<file path="config.mk">
export PLATFORM = sky130hd
export DESIGN_NAME = logic_unit_pipe
export DESIGN_NICKNAME = d
export VERILOG_FILES = /design/src/rtl/logic_unit_pipe.sv
export SDC_FILE = /design/constraint.sdc
export NUM_CORES = 1
export LEC_CHECK = 0
export BUFFER_PORTS_ARGS = -buffer_cell sky130_fd_sc_hd__buf_2
export CAP_MARGIN = 20
export CORE_UTILIZATION = 30
export DETAILED_ROUTE_END_ITERATION = 7
export SLEW_MARGIN = 15
export SYNTH_ARGS = -nofsm -noshare
export SYNTH_HDL_FRONTEND = slang
export SYNTH_SLANG_ARGS = --single-unit
</file>
<file path="constraint.sdc">
create_clock -name clk -period 3.7 [get_ports clk]
set_input_delay 0.555 -clock clk [delete_from_list [all_inputs] [get_ports clk]]
set_output_delay 0.555 -clock clk [all_outputs]
set_load 0.03 [all_outputs]
</file>
<file path="src/rtl/logic_unit_pipe.sv">
// Two-stage pipelined bitwise logic unit with valid/ready handshakes on both sides.
// Stage 1 captures operands; stage 2 registers the result, opcode, zero flag and counts consumed results.
module logic_unit_pipe #(
  parameter int unsigned WIDTH = 4,
  parameter int unsigned CNT_W = 8
) (
  input  logic             clk,
  input  logic             rst,
  input  logic             in_valid,
  output logic             in_ready,
  input  logic [WIDTH-1:0] in_x,
  input  logic [WIDTH-1:0] in_y,
  input  logic [2:0]       in_op,
  output logic             out_valid,
  input  logic             out_ready,
  output logic [WIDTH-1:0] out_o,
  output logic [2:0]       out_op,
  output logic             out_zero,
  output logic [CNT_W-1:0] op_count
);

  localparam int unsigned OP_W = 3;

  typedef enum logic [OP_W-1:0] {
    OP_AND  = 3'b000,
    OP_OR   = 3'b001,
    OP_NOR  = 3'b010,
    OP_XOR  = 3'b011,
    OP_NAND = 3'b100,
    OP_XNOR = 3'b101,
    OP_NOTX = 3'b110,
    OP_PASY = 3'b111
  } op_e;

  typedef struct packed {
    logic [WIDTH-1:0] x;
    logic [WIDTH-1:0] y;
    logic [OP_W-1:0]  op;
  } s1_t;

  typedef struct packed {
    logic [WIDTH-1:0] o;
    logic [OP_W-1:0]  op;
    logic             zero;
  } s2_t;

  logic             s1_valid_q, s1_valid_d;
  s1_t              s1_q, s1_d;
  logic             out_valid_q, out_valid_d;
  s2_t              s2_q, s2_d;
  logic [CNT_W-1:0] op_count_q, op_count_d;

  logic             advance1;
  logic             advance2;
  logic [WIDTH-1:0] result;

  // Pure bitwise function; no carries, result width equals operand width.
  function automatic logic [WIDTH-1:0] logic_op(
    input logic [OP_W-1:0]  op,
    input logic [WIDTH-1:0] x,
    input logic [WIDTH-1:0] y
  );
    logic [WIDTH-1:0] r;
    r = '0;
    case (op)
      OP_AND:  r = x & y;
      OP_OR:   r = x | y;
      OP_NOR:  r = ~(x | y);
      OP_XOR:  r = x ^ y;
      OP_NAND: r = ~(x & y);
      OP_XNOR: r = ~(x ^ y);
      OP_NOTX: r = ~x;
      OP_PASY: r = y;
      default: r = '0;
    endcase
    return r;
  endfunction

  // Stage 2 may move whenever its slot is empty or being drained; stage 1 chains behind it.
  always_comb begin
    advance2 = !out_valid_q || out_ready;
    advance1 = !s1_valid_q || advance2;
  end

  always_comb begin
    result = logic_op(s1_q.op, s1_q.x, s1_q.y);
  end

  always_comb begin
    s1_valid_d  = s1_valid_q;
    s1_d        = s1_q;
    out_valid_d = out_valid_q;
    s2_d        = s2_q;
    op_count_d  = op_count_q;

    if (advance1) begin
      s1_valid_d = in_valid;
      s1_d.x     = in_x;
      s1_d.y     = in_y;
      s1_d.op    = in_op;
    end

    // Output payload only changes when a real result moves in, so it stays stable otherwise.
    if (advance2) begin
      out_valid_d = s1_valid_q;
      if (s1_valid_q) begin
        s2_d.o    = result;
        s2_d.op   = s1_q.op;
        s2_d.zero = (result == '0);
      end
    end

    if (out_valid_q && out_ready) begin
      op_count_d = op_count_q + CNT_W'(1);
    end
  end

  always_ff @(posedge clk) begin
    if (rst) begin
      s1_valid_q  <= 1'b0;
      s1_q        <= '0;
      out_valid_q <= 1'b0;
      s2_q        <= '0;
      op_count_q  <= '0;
    end else begin
      s1_valid_q  <= s1_valid_d;
      s1_q        <= s1_d;
      out_valid_q <= out_valid_d;
      s2_q        <= s2_d;
      op_count_q  <= op_count_d;
    end
  end

  assign in_ready  = advance1;
  assign out_valid = out_valid_q;
  assign out_o     = s2_q.o;
  assign out_op    = s2_q.op;
  assign out_zero  = s2_q.zero;
  assign op_count  = op_count_q;

endmodule

</file>
==> impl_results.md, run 1 <==
* Post-detail-place hpwl at 2130 um
* Max cap viols at 0
* Power Density at 427 nW/um2
* Most common cell in the synthesized netlist: dfxtp_1
* Clock skew at 0.00800 ns
* Ports at 33
* Post-Syn Area per Cell at 8.46 um2
* Largest net degree at the start of global routing at 31
* CP Data Required Time at 3.14 ns
* DIE HEIGHT at 73.1 um
* Ant diodes at 0
* First-pass GRT wire length at 4800 um
* Core area at 4790 um2
* Post-synthesis async set-or-reset flop share at 0%
* Post-synthesis sequential area ratio at 38.3%
* Final hold violation count at 0
* CP Buf/Inv Count at 2
* Status: completed
* Initial DRT Pass Iterations at 4
* Synth cell types at 37
* Largest family of logic cells by synthesized area: simple AND/OR/NAND/NOR gates
* Die area at 5340 um2
* Compound-cell area share of the yosys netlist at 11.0%
* Clock-pin slew on the worst setup and hold paths at 0.07 ns
* Final Max Slew Viols at 0
* Setup TNS at 0 ns
* Cells after Synth at 179
* DIE WIDTH at 73.1 um
* Initial antenna violation count at 0
* Adder-Cell Fraction of Synth Area at 7.43%
* Share of cells above drive strength 1 at 21.7%
* Slowest cell on the critical path: and2_1
* Post-route clock period utilization at 60.7%
* Via Count at 1215
* WL per Instance at 10.8 um
* Placer Congestion at 0.736
* Fin nets at 230
* Share of the synthesized area in the top cell type at 38.3%
* Number of global-route vias before repair at 1003
* Most frequent cells after synthesis: dfxtp_1 (29), nand2_1 (28), nor2_1 (19)
* Clock tree sinks at 29
* IO buf count at 32
* Postcts setup bufs at 0
* CTS Root Buffer Type: clkbuf_8
* Synth Area in XOR/XNOR at 4.05%
* Via density at 4.43
* Detail Route Antenna Nets at 0
* # hold bufs at CTS at 0
* FMAX at 445 MHz
* Crit path cell chain: nor2b_1 > and2_1 > inv_2 > buf_2
* DRC viols at 0
* Synthesized area at 1520 um2
* Grt ovf at 0
* H-Tree Depth at 2
* Worst R2R Setup Slack at 1.52 ns
* Yosys top cell by area: dfxtp_1
* GRT Util Overall at 12.0%
* Worst VDD drop at 202 uV
* Overall Power at 776 uW
* Prevailing post-synth register cell: dfxtp_1
* Post-cts sizing count at 0
* TritonCTS clock tree: yes
* Syn_nets at 203
* Max transition margin at 46.1%
* Crit path max-delay family: simple AND/OR/NAND/NOR gates
* Min-delay worst type: input pin to register
* Leakage at 0.000799 uW
* Inserted Clock Buffers at 5
* Final setup fails at 0
* Starting Density at 31.7%
* Startpoint types: register
* Synth Area in Simple Gates at 23.1%
* Clock tree buffer depth at 2
* Area delta synth->final at 20.0%
* First DRT Iteration DRCs at 39
* Slew at the pin closest to its max-slew limit at 0.808 ns
* Seq cells post-synth at 29
* Clk_lat worst skew at 0.28 ns
* Area contributors post-synth: dfxtp_1 (38%), ha_1 (7.4%), nand2_1 (6.9%)
* Post-layout util at 38.0%
* Post-synth EDFFs at 0
* Synth warn at 0
* Critical setup path kind: register to output pin
* WL final at 2970 um
* Num rows at 25
* CP endpoint kind: output pin
* Worst path arrival time at 1.69 ns
* Min Tclk post-route at 2.25 ns
* Max FO, Critical Path at 13
* RSZ-0062 raised after global routing: false
* FILL cells at 514
* Slowest stage delay, CP at 0.44 ns
* Multiplexer area fraction after synthesis at 9.58%
-- routing by layer --
metal  wire (um)  GRT usage [%]
met1        1590           17.2
met2        1210           15.9
met3         110           3.73
met4          58           5.88
met5           0              0
-- cell usage in the layout (no fill, tap or decap) --
| master | synthesis | layout |
|---|---|---|
| mux4_2 | 2 | 2 |
| o22ai_1 | 1 | 1 |
| a2111oi_0 | 1 | 1 |
| nor2_1 | 19 | 19 |
| clkinvlp_4 | 0 | 1 |
| xor2_1 | 4 | 4 |
| o21ai_0 | 5 | 5 |
| nor3_1 | 2 | 2 |
| nor4bb_1 | 1 | 1 |
| and2_1 | 3 | 3 |
| inv_2 | 1 | 1 |
| inv_1 | 9 | 9 |
| o21ai_1 | 2 | 2 |
| nor2b_1 | 3 | 3 |
| dfxtp_1 | 29 | 29 |
| ha_1 | 9 | 9 |
| a21o_1 | 1 | 1 |
| buf_2 | 1 | 32 |
| bufinv_16 | 0 | 1 |
| xnor2_1 | 3 | 3 |
| nor3b_1 | 3 | 3 |
| or3_1 | 2 | 2 |
| a21oi_1 | 14 | 14 |
| and4b_1 | 1 | 1 |
| clkbuf_8 | 0 | 6 |
| nor4b_1 | 1 | 1 |
| mux2i_1 | 7 | 7 |
| a211oi_1 | 4 | 4 |
| nand2_1 | 28 | 28 |
| or3b_1 | 1 | 1 |
| nand2b_1 | 1 | 1 |
| and3b_1 | 1 | 1 |
| o311ai_0 | 1 | 1 |
| nand3b_1 | 1 | 1 |
| mux2_4 | 2 | 2 |
| and3_1 | 2 | 2 |
| nand4_1 | 3 | 3 |
-- through the flow --
stage | instances | setup WS, ns | hold slack, ns | cell area [um2]
after floorplan | 179 | 1.83 | 0.449 | 1520
after global placement | 266 | 1.50 | 0.463 | 1700
after detailed placement | 266 | 1.47 | 0.473 | 1700
after CTS | 274 | 1.43 | 0.470 | 1820
after global routing | 274 | 1.31 | 0.466 | 1820
final | 274 | 1.45 | 0.478 | 1820
-- worst paths after layout --
check / from / to / cells past startpoint
worst max register to register: s1_q[2] / out_zero / 4
worst min register to register: op_count[7] / op_count[7] / 2
worst max-delay path: out_valid / in_ready / 4
worst min-delay path: in_valid / s1_valid_q / 3
-- worst min-delay path, cell delays in order --
cell and delay [ns]:
buf_2 0.07, nor2_1 0.03, nor2_1 0.07
-- sequential cells by signal, summed over array words and instances, names as in the netlist --
register / cells
op_count: 8
out_op: 3
s1_valid_q: 1
out_valid: 1
s1_q: 11
out_zero: 1
out_o: 4
-- cells by family (layout without fill, tap and decap cells) --
family | after synthesis | after routing
buf+inv | 22 | 50
xor+xnor | 7 | 7
mux | 11 | 11
flops | 29 | 29
simple gates | 72 | 72
fa+ha+maj | 9 | 9
compound gates | 29 | 29
-- where the power goes --
| group | switching, uW | total (uW) | internal, uW |
|---|---|---|---|
| clock | 122 | 341 | 219 |
| sequential | 17.5 | 343 | 326 |
| combinational | 48.0 | 91.5 | 43.5 |
-- final cells by class --
type | count | area, um2 | share of cell area, %
multi-input cells | 128 | 836 | 46.0
flip-flops and latches | 29 | 581 | 31.9
clock buffers | 6 | 82.6 | 4.54
repair buffers | 32 | 160 | 8.81
inverters | 10 | 37.5 | 2.06
clock inverters | 2 | 37.5 | 2.06
well taps | 67 | 83.8 | 4.61
No activity file was read; power rests on OpenSTA's default activity.
==> run 2, diff against run 1 <==
==> constraint.sdc (replaced) <==
create_clock -name clk -period 2.23 [get_ports clk]
set_input_delay 0.3345 -clock clk [delete_from_list [all_inputs] [get_ports clk]]
set_output_delay 0.3345 -clock clk [all_outputs]
set_load 0.03 [all_outputs]
==> run 2 against run 1 <==
Critical path depth rose by 2. Global-route usage is 0.86 points higher. Critical endpoint is now out_zero. Sequential cell count unchanged. Setup slack worse by 1.2 ns. Die area did not move. Non-clock buffer count rose by 3.
==> impl_results.md, run 2 (synthesis results as in run 1) <==
* Clock power frac at 36.7%
* Startpoint types: register
* First DRT Iteration DRCs at 43
* DRC viols at 0
* Leakage at 0.000801 uW
* Post-detail-place hpwl at 2240 um
* Post-route clock period utilization at 88.2%
* Grt ovf at 0
* CP endpoint kind: register
* Area delta synth->final at 19.2%
* WL per Instance at 10.9 um
* Crit path cell chain: inv_1 > ha_1 > mux2_4 > mux4_2 > and4b_1 > a21o_1
* Clock-pin slew on the worst setup and hold paths at 0.06 ns
* Post-route insts no fill at 277
* Slowest stage delay, CP at 0.48 ns
* First-pass GRT wire length at 5200 um
* Inserted Clock Buffers at 5
* Setup WS post-layout at 0.264 ns
* Setup TNS at 0 ns
* Final setup fails at 0
* Internal power at 830 uW
* Clk_lat worst skew at 0.28 ns
* Fin nets at 233
* Num rows at 25
* Max FO, Critical Path at 4
* RSZ-0062 raised after global routing: false
* Placer Congestion at 0.772
* FMAX at 509 MHz
* Max cap viols at 0
* Clock tree sinks at 29
* Via density at 4.58
* Clock tree buffer depth at 2
* Via Count at 1268
* TritonCTS clock tree: yes
* Max reg flops at 11
* DIE HEIGHT at 73.1 um
* Ant diodes at 0
* Slowest cell on the critical path: mux4_2
* CTS Root Buffer Type: clkbuf_8
* Largest net degree at the start of global routing at 18
* Net Sw Frac at 27.6%
* Postcts setup bufs at 0
* Pre-CTS WS at 0.288 ns
* GRT Util Overall at 12.9%
* Top reg by flops: s1_q
* Post-cts sizing count at 0
* Switching power at 316 uW
* Initial antenna violation count at 0
* CP Data Required Time at 2.41 ns
* Power Density at 634 nW/um2
* Post-layout util at 37.8%
* Initial DRT Pass Iterations at 4
* Commonest non-fill, non-tap cells in the layout: buf_2 (32), dfxtp_1 (29), nand2_1 (28)
* Leading cell type in the layout, fill and taps excluded: buf_2
* Detail Route Antenna Nets at 0
* Slew at the pin closest to its max-slew limit at 0.493 ns
* Core area at 4790 um2
* Critical setup path kind: register to register
* Number of global-route vias before repair at 1192
* Min Tclk post-route at 1.97 ns
* Worst VDD drop at 189 uV
* Crit path max-delay family: multiplexers
* Sequential share of power at 49.4%
* Die area at 5340 um2
* Post-placement cell count at 269
* H-Tree Depth at 2
* Worst path arrival time at 2.14 ns
* Ports at 33
* Hold slack at 0.267 ns
* FILL cells at 513
* Clock skew at 0.00622 ns
* WL final at 3010 um
* Combinational power share at 13.9%
* Starting Density at 31.7%
* Final hold violation count at 0
* # hold bufs at CTS at 0
* Max transition margin at 67.1%
* Share of cells above drive strength 1 at 22.9%
* Min-delay worst type: input pin to register
* Final Max Slew Viols at 0
* DIE WIDTH at 73.1 um
* IO buf count at 32
* CP Buf/Inv Count at 1
* Status: completed
run 2: cell types whose count changed in the layout (fill, tap and decap cells not counted):
| cell | change |
|---|---|
| clkinv_2 | +2 |
| buf_4 | +3 |
| clkbuf_8 | -1 |
| bufinv_16 | -1 |
run 2: final cells by class:
cell class	instances	area (um2)	share of cell area, %
clock inverter	3	17.5	0.970
multi-input combinational	128	836	46.3
timing repair buffer	35	183	10.1
sequential	29	581	32.1
inverter	10	37.5	2.08
tap	67	83.8	4.64
clock buffer	5	68.8	3.81
run 2: stage by stage:
stage / cell area [um2] / power (uW)
after CTS: 1810 / 1170
after detailed placement: 1720 / 738
after global routing: 1810 / 1210
after global placement: 1720 / 735
final: 1810 / 1150
after floorplan: 1520 / 696
run 2: worst paths after layout:
check                 from         end  slack (ns)  cells past startpoint
setup / recovery   s1_q[6]    out_zero        0.26                      6
setup reg to reg   s1_q[6]    out_zero        0.26                      6
hold reg to reg    s1_q[5]     s1_q[5]        0.48                      2
hold / removal    in_valid  s1_valid_q        0.27                      3
run 2: worst min-delay path, stage by stage:
cell    delay (ns)
buf_2         0.08
nor2_1        0.04
nor2_1        0.07
run 2: routing by layer:
metal	vias up	GRT usage (%)	routed length [um]
li1	663	-	-
met1	574	16.7	1500
met2	26	19.1	1280
met3	5	4.83	179
met4	0	5.23	48
met5	-	0	0
run 2: power groups by stage:
stage          clock (uW)  combinational (uW)  sequential [uW]
2_1_floorplan           0                 111              586
3_3_place_gp            0                 158              576
3_5_place_dp            0                 161              577
4_1_cts               440                 161              565
5_1_grt               458                 180              570
6_report              421                 159              565
==> run 3, diff against run 2 <==
==> constraint.sdc (replaced) <==
create_clock -name clk -period 2.23 [get_ports clk]
set_input_delay 0.1115 -clock clk [delete_from_list [all_inputs] [get_ports clk]]
set_output_delay 0.1115 -clock clk [all_outputs]
set_load 0.02 [all_outputs]
==> run 3 against run 2 <==
Die area unchanged. Clock power up 12%. Non-clock buffer count down 1. Largest power group unchanged. Sequential cell count unchanged. Count of clock-buffer cells in the layout up 2. Largest cell class unchanged. Final cell count down 0.36%. Sequential power about the same. Total power up 3.4%. Clock skew up 0.00071 ns.
==> impl_results.md, run 3 (synthesis results as in run 1) <==
* Crit path cell chain: inv_1 > ha_1 > mux2_4 > mux4_2 > and4b_1 > a21o_1
* Critical setup path kind: register to register
* Largest net degree at the start of global routing at 31
* Clock skew at 0.00693 ns
* GRT Util Overall at 12.4%
* Inserted Clock Buffers at 5
* H-Tree Depth at 2
* Post-detail-place hpwl at 2150 um
* Fin nets at 232
* Post-cts sizing count at 0
* Num rows at 25
* Slowest stage delay, CP at 0.48 ns
* Initial antenna violation count at 0
* Leakage at 0.000807 uW
* Min Tclk post-route at 1.94 ns
* IO buf count at 32
* Worst R2R Setup Slack at 0.29 ns
* Worst VDD drop at 274 uV
* Die area at 5340 um2
* Via Count at 1245
* Starting Density at 31.7%
* Final hold violation count at 0
* WL final at 2940 um
* Post-layout util at 37.9%
* First-pass GRT wire length at 4960 um
* Core area at 4790 um2
* Status: completed
* TritonCTS clock tree: yes
* Power Density at 653 nW/um2
* Hold Path Cell Cnt at 3
* Placer Congestion at 0.716
* Max cap viols at 0
* FMAX at 514 MHz
* Max reg flops at 11
* Clock tree buffer depth at 2
* DRC viols at 0
* Post-route clock period utilization at 87.2%
* Hold slack at 0.0542 ns
* Ports at 33
* Startpoint types: register
* DIE WIDTH at 73.1 um
* Leading cell type in the layout, fill and taps excluded: buf_2
* Min-delay worst type: input pin to register
* Worst path arrival time at 2.12 ns
* Detail Route Antenna Nets at 0
* CTS Root Buffer Type: clkbuf_8
* # hold bufs at CTS at 0
* Via density at 4.51
* First DRT Iteration DRCs at 36
* Initial DRT Pass Iterations at 4
* Clock-pin slew on the worst setup and hold paths at 0.06 ns
* CP endpoint kind: register
* Overall Power at 1180 uW
* Hold EP: s1_valid_q
* Max FO, Critical Path at 4
* Setup TNS at 0 ns
* Number of global-route vias before repair at 1092
* Ant diodes at 0
* Postcts setup bufs at 0
* Hold path start: in_valid
* Slowest cell on the critical path: mux4_2
* FF-to-FF path depth at 6
* RSZ-0062 raised after global routing: false
* WL per Instance at 10.6 um
* CP Data Required Time at 2.41 ns
* Clk_lat worst skew at 0.28 ns
* DIE HEIGHT at 73.1 um
* Share of cells above drive strength 1 at 22.5%
* Top reg by flops: s1_q
* RR Endpoint: out_zero
* Worst r2r src: s1_q[6]
* Slew at the pin closest to its max-slew limit at 0.541 ns
* Clock tree sinks at 29
* Final Max Slew Viols at 0
* Area delta synth->final at 19.7%
* Commonest non-fill, non-tap cells in the layout: buf_2 (32), dfxtp_1 (29), nand2_1 (28)
* Max transition margin at 63.9%
* Grt ovf at 0
* Final setup fails at 0
* FILL cells at 517
run 3: final cells by class:
type	instances	area, um2	area share, %
multi-input combinational	128	836	46.1
sequential	29	581	32.0
timing repair buffer	34	175	9.66
clock buffer	7	96.3	5.31
tap	67	83.8	4.62
inverter	10	37.5	2.07
clock inverter	1	5.00	0.276
run 3: how the worst max path moves through the flow:
stage	from	end	cells past startpoint	slack, ns
after floorplan	s1_q[6]	out_zero	6	0.36
after global placement	s1_q[6]	out_zero	6	0.31
after detailed placement	s1_q[6]	out_zero	6	0.29
after CTS	s1_q[6]	out_zero	6	0.27
after global routing	s1_q[2]	out_zero	6	0.15
final	s1_q[6]	out_zero	6	0.29
run 3: worst max-delay path, delay by kind of cell (launching register included):
family	cells	cell delay, ns
DFF	1	0.37
buffers and inverters	1	0.06
adders and majority gates	1	0.30
AOI/OAI and AO/OA	1	0.16
and+or+nand+nor	1	0.22
muxes	2	0.74
run 3: report_power, final:
part / switching (uW) / internal (uW)
Sequential: 24.5 / 541
Combinational: 75.6 / 73.5
Clock: 192 / 278
run 3: per-stage QoR:
stage / instances / setup WS (ns) / area [um2]
2_1_floorplan: 179 / 0.358 / 1520
3_3_place_gp: 268 / 0.314 / 1710
3_5_place_dp: 268 / 0.286 / 1710
4_1_cts: 276 / 0.274 / 1810
5_1_grt: 276 / 0.152 / 1810
6_report: 276 / 0.286 / 1810
run 3: metal layers:
layer	vias up	part of all wire (%)	wire [um]	global-route usage, %
met3	6	6.0	175	5.80
met4	0	1.5	44	4.58
li1	659	-	-	-
met2	30	41	1210	16.8
met1	550	51	1510	17.0
met5	-	0	0	0
